<file path="src/rtl/ddc_mux_sp_multich.sv">
// Demultiplexes a channel-tagged serial sample stream into per-channel FIFOs.
// When every channel has a sample, it emits one aligned vector; optional `DDC_MUX_SP_OVF_CNT_EN adds ovf_cnt.
module ddc_mux_sp_multich #(
   parameter int unsigned DATA_W     = 24,
   parameter int unsigned NUM_CH     = 2,
   parameter int unsigned CHIDX_W    = 4,
   parameter int unsigned FIFO_DEPTH = 4
) (
   input  logic                     CLK,
   input  logic                     nRST,
   input  logic [DATA_W-1:0]        in_data,
   input  logic                     in_valid,
   input  logic [CHIDX_W-1:0]       in_chidx,
   output logic [NUM_CH*DATA_W-1:0] out_data,
   output logic                     out_valid,
   input  logic                     out_ready,
   output logic [NUM_CH-1:0]        ovf_flag,
   output logic                     idx_err,
   input  logic                     clr_err
`ifdef DDC_MUX_SP_OVF_CNT_EN
   ,
   output logic [15:0]              ovf_cnt
`endif
);
   localparam int unsigned AW = $clog2(FIFO_DEPTH);
   localparam int unsigned PW = AW + 1;

   logic [FIFO_DEPTH-1:0][DATA_W-1:0] mem_q [NUM_CH];
   logic [FIFO_DEPTH-1:0][DATA_W-1:0] mem_d [NUM_CH];
   logic [PW-1:0]                     wr_ptr_q [NUM_CH];
   logic [PW-1:0]                     wr_ptr_d [NUM_CH];
   logic [PW-1:0]                     rd_ptr_q [NUM_CH];
   logic [PW-1:0]                     rd_ptr_d [NUM_CH];
   logic [NUM_CH*DATA_W-1:0]          out_data_q, out_data_d;
   logic                              out_valid_q, out_valid_d;
   logic [NUM_CH-1:0]                 ovf_q, ovf_d;
   logic                              idx_q, idx_d;
   logic [NUM_CH-1:0]                 empty, full, sel;
   logic                              idx_bad, pop;

   always_comb begin
      for (int k = 0; k < NUM_CH; k++) begin
         empty[k] = (wr_ptr_q[k] == rd_ptr_q[k]);
         full[k]  = (wr_ptr_q[k][AW] != rd_ptr_q[k][AW]) &&
                    (wr_ptr_q[k][AW-1:0] == rd_ptr_q[k][AW-1:0]);
         sel[k]   = in_valid && (32'(in_chidx) == k);
      end
   end

   assign idx_bad = in_valid && (32'(in_chidx) >= NUM_CH);
   assign pop     = ~|empty && (!out_valid_q || out_ready);

   always_comb begin
      mem_d       = mem_q;
      wr_ptr_d    = wr_ptr_q;
      rd_ptr_d    = rd_ptr_q;
      out_data_d  = out_data_q;
      out_valid_d = out_valid_q;
      // A new error in the clear cycle wins over clr_err.
      ovf_d       = clr_err ? '0 : ovf_q;
      idx_d       = (clr_err ? 1'b0 : idx_q) | idx_bad;
      for (int k = 0; k < NUM_CH; k++) begin
         if (sel[k]) begin
            // A full FIFO that pops this cycle frees a slot for the incoming sample.
            if (!full[k] || pop) begin
               mem_d[k][wr_ptr_q[k][AW-1:0]] = in_data;
               wr_ptr_d[k] = wr_ptr_q[k] + PW'(1);
            end else begin
               ovf_d[k] = 1'b1;
            end
         end
         if (pop) begin
            rd_ptr_d[k] = rd_ptr_q[k] + PW'(1);
            out_data_d[k*DATA_W +: DATA_W] = mem_q[k][rd_ptr_q[k][AW-1:0]];
         end
      end
      if (pop) begin
         out_valid_d = 1'b1;
      end else if (out_ready) begin
         out_valid_d = 1'b0;
      end
   end

   always_ff @(posedge CLK or negedge nRST) begin
      if (!nRST) begin
         for (int k = 0; k < NUM_CH; k++) begin
            wr_ptr_q[k] <= '0;
            rd_ptr_q[k] <= '0;
         end
         out_data_q  <= '0;
         out_valid_q <= 1'b0;
         ovf_q       <= '0;
         idx_q       <= 1'b0;
      end else begin
         wr_ptr_q    <= wr_ptr_d;
         rd_ptr_q    <= rd_ptr_d;
         out_data_q  <= out_data_d;
         out_valid_q <= out_valid_d;
         ovf_q       <= ovf_d;
         idx_q       <= idx_d;
      end
   end

   // Storage needs no reset; only entries between the pointers are ever read.
   always_ff @(posedge CLK) begin
      mem_q <= mem_d;
   end

   assign out_data  = out_data_q;
   assign out_valid = out_valid_q;
   assign ovf_flag  = ovf_q;
   assign idx_err   = idx_q;

`ifdef DDC_MUX_SP_OVF_CNT_EN
   logic [15:0] cnt_q, cnt_d;
   logic        drop;

   always_comb begin
      drop  = idx_bad || |(sel & full & ~{NUM_CH{pop}});
      cnt_d = clr_err ? 16'h0000 : cnt_q;
      if (drop && (cnt_d != 16'hFFFF)) begin
         cnt_d = cnt_d + 16'h0001;
      end
   end

   always_ff @(posedge CLK or negedge nRST) begin
      if (!nRST) begin
         cnt_q <= 16'h0000;
      end else begin
         cnt_q <= cnt_d;
      end
   end

   assign ovf_cnt = cnt_q;
`endif

endmodule

</file>
<file path="config.mk">
export PLATFORM = sky130hd
export DESIGN_NAME = ddc_mux_sp_multich
export DESIGN_NICKNAME = d
export VERILOG_FILES = /design/src/rtl/ddc_mux_sp_multich.sv
export SDC_FILE = /design/constraint.sdc
export NUM_CORES = 1
export LEC_CHECK = 0
export CORE_MARGIN = 4
export CORE_UTILIZATION = 55
export CTS_CLUSTER_SIZE = 28
export DETAILED_ROUTE_END_ITERATION = 7
export PLACE_DENSITY = 0.76
export SYNTH_ARGS = -nofsm -noshare
export SYNTH_HDL_FRONTEND = slang
export SYNTH_SLANG_ARGS = --single-unit
</file>
<file path="constraint.sdc">
create_clock -name CLK -period 2.7 [get_ports CLK]
set_clock_uncertainty 0.05 [all_clocks]
set_input_delay 0.27 -clock CLK [delete_from_list [all_inputs] [get_ports CLK]]
set_output_delay 0.27 -clock CLK [all_outputs]
set_load 0.005 [all_outputs]
</file>
==> results_dict.tcl <==
set metrics [dict create \
    power.total_uw 13110 \
    hold_class "primary input to flip-flop" \
    finalSetupTns_ps 0 \
    clk_latency_ps 530 \
    num_rows 49 \
    synthDominantCellAreaShare_pct 57.51 \
    syn_area_per_cell_um2 22.48 \
    syn-num-nets 489 \
    grt-ovfl-total 0 \
    synth_xor_area_share_pct 2.122 \
    place_hpwl_mm 11.60 \
    synth_mux_area_share_pct 18.49 \
    yosysWarningCount 0 \
    vias 4565 \
    grt_pass1_vias 5040 \
    ys.flop_type "edfxtp_1" \
    path_cells "xor2_1, nor3_1, a21oi_2, and2_1, buf_12" \
    timing.slew.headroom_pct 42.45 \
    p_comb_share_pct 34.8 \
    fp.dieW_um 143.0 \
    tightest_slew_ps 863.2 \
    fill_cells 1126 \
    drv_cap 0 \
    first_iter_violations 315 \
    path_buf_inv 1 \
    grt_busiest_layer "met2" \
    post_dp_cell_area_mm2 0.01119 \
    finalCritPeriodShare_pct 83.44 \
    crit_family "flip-flops" \
    setup_viol 0 \
    ys_seq_area_share_pct 73.48 \
    stdcell_count 810 \
    max_stage_delay_ps 720 \
    cts_buffers 26 \
    multiInputGateArea_mm2 0.002421 \
    internal-power_uw 9459 \
    crit_path_start_kind "flip-flop" \
    crit_fanout 21 \
    syn_to_final_growth_pct 19.74 \
    slowest_stage "dfrtp_1" \
    place_inst 761 \
    synth_top_cell_by_area "edfxtp_1" \
    power_switching_uw 3653 \
    worst_setup_path_end_kind "flip-flop" \
    clk_pin_slew_ps 60 \
    synth_top_family_by_area "multiplexers" \
    vias_per_cell 5.636 \
    fp.coreArea_mm2 0.01796 \
    cp.required_ps 2870 \
    cts_buffer_depth 3 \
    synth_area_leaders "edfxtp_1, dfrtp_1, mux4_2, mux2_4, ha_1" \
    start_util_pct 55.81 \
    root_buffer "clkbuf_16" \
    use_met2_pct 32.02 \
    syn_inst 446 \
    antenna_found_initial 0 \
    drcViolationCount 0 \
    num_io_pins 85 \
    finish.utilization_pct 66.83 \
    die_height_um 143.0 \
    firstDrtPassIters 4 \
    p_clk_share_pct 25.3 \
    finish.instance_area_mm2 0.01201 \
    p_per_area_mw_per_mm2 1092 \
    cts_max_level 1 \
    synth_edf_count 192 \
    grt.met3_usage_pct 3.215 \
    synth_simple_gate_area_share_pct 1.335 \
    arrival_ps 2420 \
    grt_max_degree 65 \
    place_congestion 0.7626 \
    grtUsageTotal_pct 19.57 \
    min_period_ps 2253 \
    grt_pass1_wl_mm 30.14 \
    met1_usage_pct 28.39 \
    total_leakage_power_uw 0.004326 \
    yosys_register_bits 256 \
    max_freq_mhz 443.9 \
    finalHoldViolations 0 \
    port-buffer-count 84 \
    die_area_mm2 0.02045 \
    insertedDiodeCount 0 \
    final_antenna_net_count 0 \
    seq_area_mm2 0.007370 \
    synth-adder-area-share_pct 1.248 \
    cts_tree "built" \
    synth_compound_area_share_pct 0.9485 \
    ys_types 31 \
    nets 604 \
    wirelength_mm 18.89 \
    wl_per_cell_um 23.31 \
    peakVddDrop_mv 1.012 \
    worstSetupPathType "flip-flop to flip-flop" \
    synthArstFlopShare_pct 25.00 \
    mappedNetlistArea_mm2 0.01003 \
    rsz0062_at_grt "no" \
    maxSlewViolCount 0 \
    cts.sinks 256 \
    drive_gt1_share_pct 29.43 \
    status "completed" \
    power_frac_seq_pct 39.9 \
    p_sw_share_pct 27.86 \
]
[final timing paths]
kind	from	end	slack, ps	depth (start not counted)
worst min-delay path	in_valid	idx_err	310	3
worst min register to register	out_data[1]	out_data[1]	460	1
max in group asynchronous	nRST	rd_ptr_q[3]	1630	2
min in group asynchronous	nRST	out_data[40]	350	2
worst max register to register	rd_ptr_q[4]	mem_q[118]	450	5
worst max-delay path	rd_ptr_q[4]	mem_q[118]	450	5
[synth_stat cells, drive strengths merged (3+ instances only)]
cell type and count:
and2 6, buf 14, clkbuf 4, dfrtp 64, edfxtp 192, ha 10, inv 11, mux2 52
mux4 48, nand2 3, nand3 4, o31ai 3, xnor2 12, xor2 8
[power by group through the flow]
stage / Combinational (µW) / Sequential, µW / Clock [µW]
2_1_floorplan: 3390 / 5200 / 0
3_3_place_gp: 4500 / 5270 / 0
3_5_place_dp: 4610 / 5300 / 0
4_1_cts: 4650 / 5240 / 3390
5_1_grt: 4920 / 5300 / 3580
6_report: 4570 / 5230 / 3320
[flip-flops by register name, indices dropped and copies added (netlist names)]
name       count
ovf_flag       2
mem_q        192
rd_ptr_q       6
out_valid      1
idx_err        1
wr_ptr_q       6
out_data      48
[layout make-up]
cell class              count  share of cell area, %
flip-flops and latches    256                  61.39
clock inverters            21                  1.219
repair buffers            105                  9.046
well taps                 229                  2.387
inverters                  11                 0.3439
clock buffers              27                  5.451
multi-input cells         161                  20.17
[routing by layer]
layer	vias to the layer above	wire length, µm
li1	2006	-
met1	2370	7887
met2	161	9449
met3	28	1221
met4	0	327
met5	-	0
[cell families after synthesis]
family,count (synthesis)
flops,256
mux,100
xor+xnor,20
simple gates,21
buf+inv,29
fa+ha+maj,10
compound gates,10
[repair_timing]
item	4_1_cts	5_1_grt
endpoints found under the hold margin	64	0
gates resized for setup	0	0
endpoints found under the setup margin	0	0
hold buffers	1	0
buffers inserted	0	0
[stage by stage]
| stage | hold WS (ps) | setup WS [ps] |
|---|---|---|
| after CTS | 297.0 | 449.9 |
| after global placement | 369.5 | 264.8 |
| after global routing | 325.4 | 335.4 |
| after detailed placement | 396.9 | 196.2 |
| final | 306.9 | 447.0 |
| after floorplan | -75.59 | 580.9 |
[worst reg2reg max path: stages, from the launching register on]
cell,delay (ps)
dfrtp_1,720
xor2_1,240
nor3_1,110
a21oi_2,270
and2_1,330
buf_12,220
[placed cells by master, fill, tap and decap left out, types with 2 or more instances in the layout]
master and n:
ha_1 10, mux2_2 4, nand2b_1 2, a211o_1 2, mux4_1 4, o32ai_2 2, dfrtp_2 2, and2_1 6
edfxtp_1 192, nand4_1 2, clkbuf_16 26, nand2_1 3, buf_4 14, nand3_2 2, mux4_2 44, o31ai_1 3
clkinv_2 10, dfrtp_1 62, clkinvlp_4 3, clkdlybuf4s50_1 83, xnor2_2 5, mux2_1 2, xnor2_1 7, xor2_1 8
nand3_1 2, a21oi_2 2, nor3_1 2, mux2_4 46, clkinv_1 5, inv_1 11, buf_12 7
Note: power is estimated with default switching activity, not from simulation.
==> patch 1 (config.mk and constraints unchanged) <==
Add a define of `DDC_MUX_SP_OVF_CNT_EN`.
--- a/src/rtl/ddc_mux_sp_multich.sv
+++ b/src/rtl/ddc_mux_sp_multich.sv
@@ -1,5 +1,7 @@
 // Demultiplexes a channel-tagged serial sample stream into per-channel FIFOs.
 // When every channel has a sample, it emits one aligned vector; optional `DDC_MUX_SP_OVF_CNT_EN adds ovf_cnt.
+`define DDC_MUX_SP_OVF_CNT_EN
+
 module ddc_mux_sp_multich #(
    parameter int unsigned DATA_W     = 24,
    parameter int unsigned NUM_CH     = 2,
Check against the original RTL (old outputs only; new: ovf_cnt): no difference found for any inputs over 4 cycles, from zero or initial values and one cycle with nRST low; that may be too few to reach the edited logic, so the function may still have changed.
==> patch 1 against the original RTL <==
  * Synthesized cell count grew 42%
  * Design area up 8.5%
  * Via count up 26%
  * Sequential share of layout area down 1.7 points
  * Setup slack got worse by 0.18 ns
  * Power grew 2.1%
  * Synthesized area rose by 5.5%
  * Sequential cell count rose by 16
  * Die area increased by 5.2%
  * First-iteration DRC count rose by 17%
  * Critical path depth rose by 1
  * Largest power group unchanged
  * Clock power is 19% higher
  * Routed wire length up 15%
==> patch 1: results (changes against the original RTL) <==
area share of buffers outside the clock network=9.84% (was 9.05%); Synth top cells by count=192 x edfxtp_1, 158 x nand2_1, 80 x dfrtp_1, 48 x mux4_2, 15 x clkbuf_1 (was 192 x edfxtp_1, 64 x dfrtp_1, 46 x mux2_4, 44 x mux4_2, 11 x inv_1); Clock buf/inv share=7.43% (was 6.67%); vias per cell=5.51 (was 5.64); Async SR Flop Fraction=29.4% (was 25.0%); largest driver fanout on the critical path=24 (was 21); met2 GRT Util=35.7% (was 32.0%); IO Port Bufs=100 (was 84); cts bufs inserted=28 (was 26); status=complete, no violations (unchanged); HP Class=in -> async (was in -> reg); Seq/Total Area, Yosys=73.5% (about the same); Syn Nets=677 (was 489); detailed placement HPWL=12.6 mm (was 11.6 mm); met3 WL post-DR=1.18 mm (was 1.22 mm); library cells used by synthesis=44 (was 31); proportion of layout cells with a drive suffix above 1=17.0% (was 29.4%); GP Congestion=0.778 (was 0.763); FF/Latch Area=7770 um2 (was 7370 um2); reg-to-reg slack, setup=0.27 ns (was 0.45 ns); ranking of synthesized cells by area=edfxtp_1 55%, dfrtp_1 19%, mux4_2 10% (was edfxtp_1 58%, dfrtp_1 16%, mux4_2 9.9%); dpl cell area=12,000 um2 (was 11,200 um2); Global Route Usage Sum=20.8% (was 19.6%); power density over the cells=1030 nW/um2 (was 1090 nW/um2); number of nets in the layout=803 (was 604); Slew @ Worst Pin=0.714 ns (was 0.863 ns); met1 Track Usage GR=27.2% (was 28.4%); WP data arrival=2.63 ns (was 2.42 ns); DRT Wirelength=21.7 mm (was 18.9 mm); largest net degree at the start of global routing=52 (was 65); DRT met1 WL=8.89 mm (was 7.89 mm); Iter 0 DRT Violations=368 (was 315); Pleak=0.00483 uW (was 0.00433 uW)
==> patch 1: cell count changes in the layout (fill, tap and decap cells not counted), moves of 5 or more <==
| cell | unedited run | this run |
|---|---|---|
| a21oi_1 | 0 | 5 |
| clkbuf_1 | 1 | 7 |
| clkbuf_8 | 0 | 6 |
| clkdlybuf4s50_1 | 83 | 99 |
| clkinv_2 | 10 | 3 |
| dfrtp_1 | 62 | 78 |
| mux2_4 | 46 | 0 |
| nand2_1 | 3 | 158 |
| nor2b_1 | 0 | 9 |
| xnor2_1 | 7 | 14 |
| xnor2_2 | 5 | 0 |
==> patch 1: power by group <==
part	internal [uW]	leakage [uW]	switching [uW]
sequential	5040	0.00272	320
combinational	1960	0.00164	2130
clock	2370	0.000469	1570
total	9370	0.00483	4020
==> patch 1: timing repair <==
item / CTS / global route
hold endpoints to repair: 50 / 0
hold buffers: 1 / 0
buffers inserted: 0 / 0
==> patch 1: logic make-up after synthesis <==
group | Yosys count | share of synthesized area (%)
adder cells (fa/ha/maj) | 11 | 1.30
flip-flops | 272 | 73.5
AO/OA/AOI/OAI | 22 | 1.57
buffers and inverters | 35 | 1.50
multiplexers | 53 | 10.8
AND/OR/NAND/NOR | 219 | 9.53
XOR/XNOR | 21 | 1.88
==> patch 1: critical path, cell delays in order (launching register included) <==
cell and delay, ns:
dfrtp_1 0.44, xor2_2 0.30, nor3b_4 0.10, or3_2 0.53, a21oi_4 0.21, and2_1 0.24, buf_12 0.23
==> patch 1: stage by stage <==
stage / cells / hold slack [ns] / total power (uW)
4_1_cts: 1041 / 0.277 / 13600
5_1_grt: 1041 / 0.331 / 14100
3_5_place_dp: 988 / 0.321 / 9540
2_1_floorplan: 633 / -0.0756 / 7920
6_report: 1041 / 0.262 / 13400
3_3_place_gp: 988 / 0.307 / 9400
==> patch 2 (same flow settings) <==
Made on the original files. Take the reset off `out_data_q` and load it in a clocked block of its own.
--- a/src/rtl/ddc_mux_sp_multich.sv
+++ b/src/rtl/ddc_mux_sp_multich.sv
@@ -87,18 +87,20 @@
             wr_ptr_q[k] <= '0;
             rd_ptr_q[k] <= '0;
          end
-         out_data_q  <= '0;
          out_valid_q <= 1'b0;
          ovf_q       <= '0;
          idx_q       <= 1'b0;
       end else begin
          wr_ptr_q    <= wr_ptr_d;
          rd_ptr_q    <= rd_ptr_d;
-         out_data_q  <= out_data_d;
          out_valid_q <= out_valid_d;
          ovf_q       <= ovf_d;
          idx_q       <= idx_d;
       end
+   end
+
+   always_ff @(posedge CLK) begin
+      out_data_q <= out_data_d;
    end
 
    // Storage needs no reset; only entries between the pointers are ever read.
Formal check against the unedited RTL: differs if nRST is asserted again (counterexample within 4 cycles, from zero or initial values and one cycle with nRST low); with nRST held inactive, the same outputs for 4 cycles.
==> patch 2 against the original RTL <==
  * Design area decreased by 4.5%
  * Setup slack improved by 0.28 ns
  * Final cell count down 8.9%
  * Synthesized area is 6.7% lower
  * Sequential cell count unchanged
  * Power down 8.8%
  * Critical path depth stayed put
  * Routed wire length shrank 9.1%
==> patch 2: results (changes against the original RTL) <==
Synth top cells by count=240 x edfxtp_1, 44 x mux4_2, 16 x dfrtp_1, 12 x xnor2_1, 11 x inv_1 (was 192 x edfxtp_1, 64 x dfrtp_1, 46 x mux2_4, 44 x mux4_2, 11 x inv_1); first-pass GRT wire length=26.4 mm (was 30.1 mm); clock latency on the worst-skew pair=0.51 ns (was 0.53 ns); Reg-to-Reg End=mem_q[114]$_DFFE_PP_ (was mem_q[118]$_DFFE_PP_); vias per cell=5.65 (was 5.64); HP Class=in -> async (was in -> reg); Pleak=0.00383 uW (was 0.00433 uW); WP data arrival=2.12 ns (was 2.42 ns); pre-CTS worst setup slack=0.368 ns (was 0.196 ns); Async SR Flop Fraction=6.25% (was 25.0%); number of nets in the layout=542 (was 604); peak supply drop=0.904 mV (was 1.01 mV); CTS max path bufs=3 (unchanged); Clk pwr share=29.9% (was 25.3%); Slew @ Worst Pin=0.799 ns (was 0.863 ns); vias=4,168 (was 4,565); vias in the first global route=4,427 (was 5,040); PnR worst setup slack=0.727 ns (was 0.447 ns); WL/cell=23.3 um (about the same); switching share of power=25.2% (was 27.9%); Post-Synthesis Cells=386 (was 446); largest driver fanout on the critical path=24 (was 21); Crit Reg-Reg Startpoint=wr_ptr_q[1]$_DFFE_PN0P_ (was rd_ptr_q[4]$_DFFE_PN0P_); detailed placement HPWL=9.67 mm (was 11.6 mm); Syn Nets=429 (was 489); status=complete, no violations (unchanged); final hold slack=0.172 ns (was 0.307 ns); largest net degree at the start of global routing=27 (was 65); proportion of layout cells with a drive suffix above 1=21.0% (was 29.4%); CP max stage delay=0.43 ns (was 0.72 ns); # placed instances=692 (was 761); Seq pwr share=44.9% (was 39.9%); ranking of synthesized cells by area=edfxtp_1 77%, mux4_2 11%, dfrtp_1 4.3% (was edfxtp_1 58%, dfrtp_1 16%, mux4_2 9.9%); Iter 0 DRT Violations=312 (was 315); Seq/Total Area, Yosys=81.3% (was 73.5%); library cells used by synthesis=29 (was 31); GP Congestion=0.739 (was 0.763); dpl cell area=10,600 um2 (was 11,200 um2)
-- patch 2: routing by layer --
layer	vias up	GRT usage (%)	routed length, um
met5	-	0	0
met2	144	32.2	9230
met4	0	4.68	348
met1	2167	23.6	6710
li1	1826	-	-
met3	31	2.62	879
-- patch 2: cell families (layout without fill, tap and decap cells) --
logic type / count (synthesis) / in the layout / share of synthesized area [%]
DFF: 256 / 256 / 81.3
muxes: 52 / 52 / 12.2
buffers and inverters: 23 / 155 / 1.22
and+or+nand+nor: 22 / 22 / 1.52
xor gates and xnor gates: 14 / 14 / 1.47
adders and majority gates: 10 / 10 / 1.34
AOI/OAI and AO/OA: 9 / 9 / 0.923
-- patch 2: final cells by class --
| class | instances | area share [%] |
|---|---|---|
| multi-input cells | 107 | 14.2 |
| well taps | 220 | 2.40 |
| clock buffers | 31 | 5.65 |
| clock inverters | 15 | 1.87 |
| flip-flops and latches | 256 | 66.4 |
| repair buffers | 98 | 9.12 |
| inverters | 11 | 0.360 |
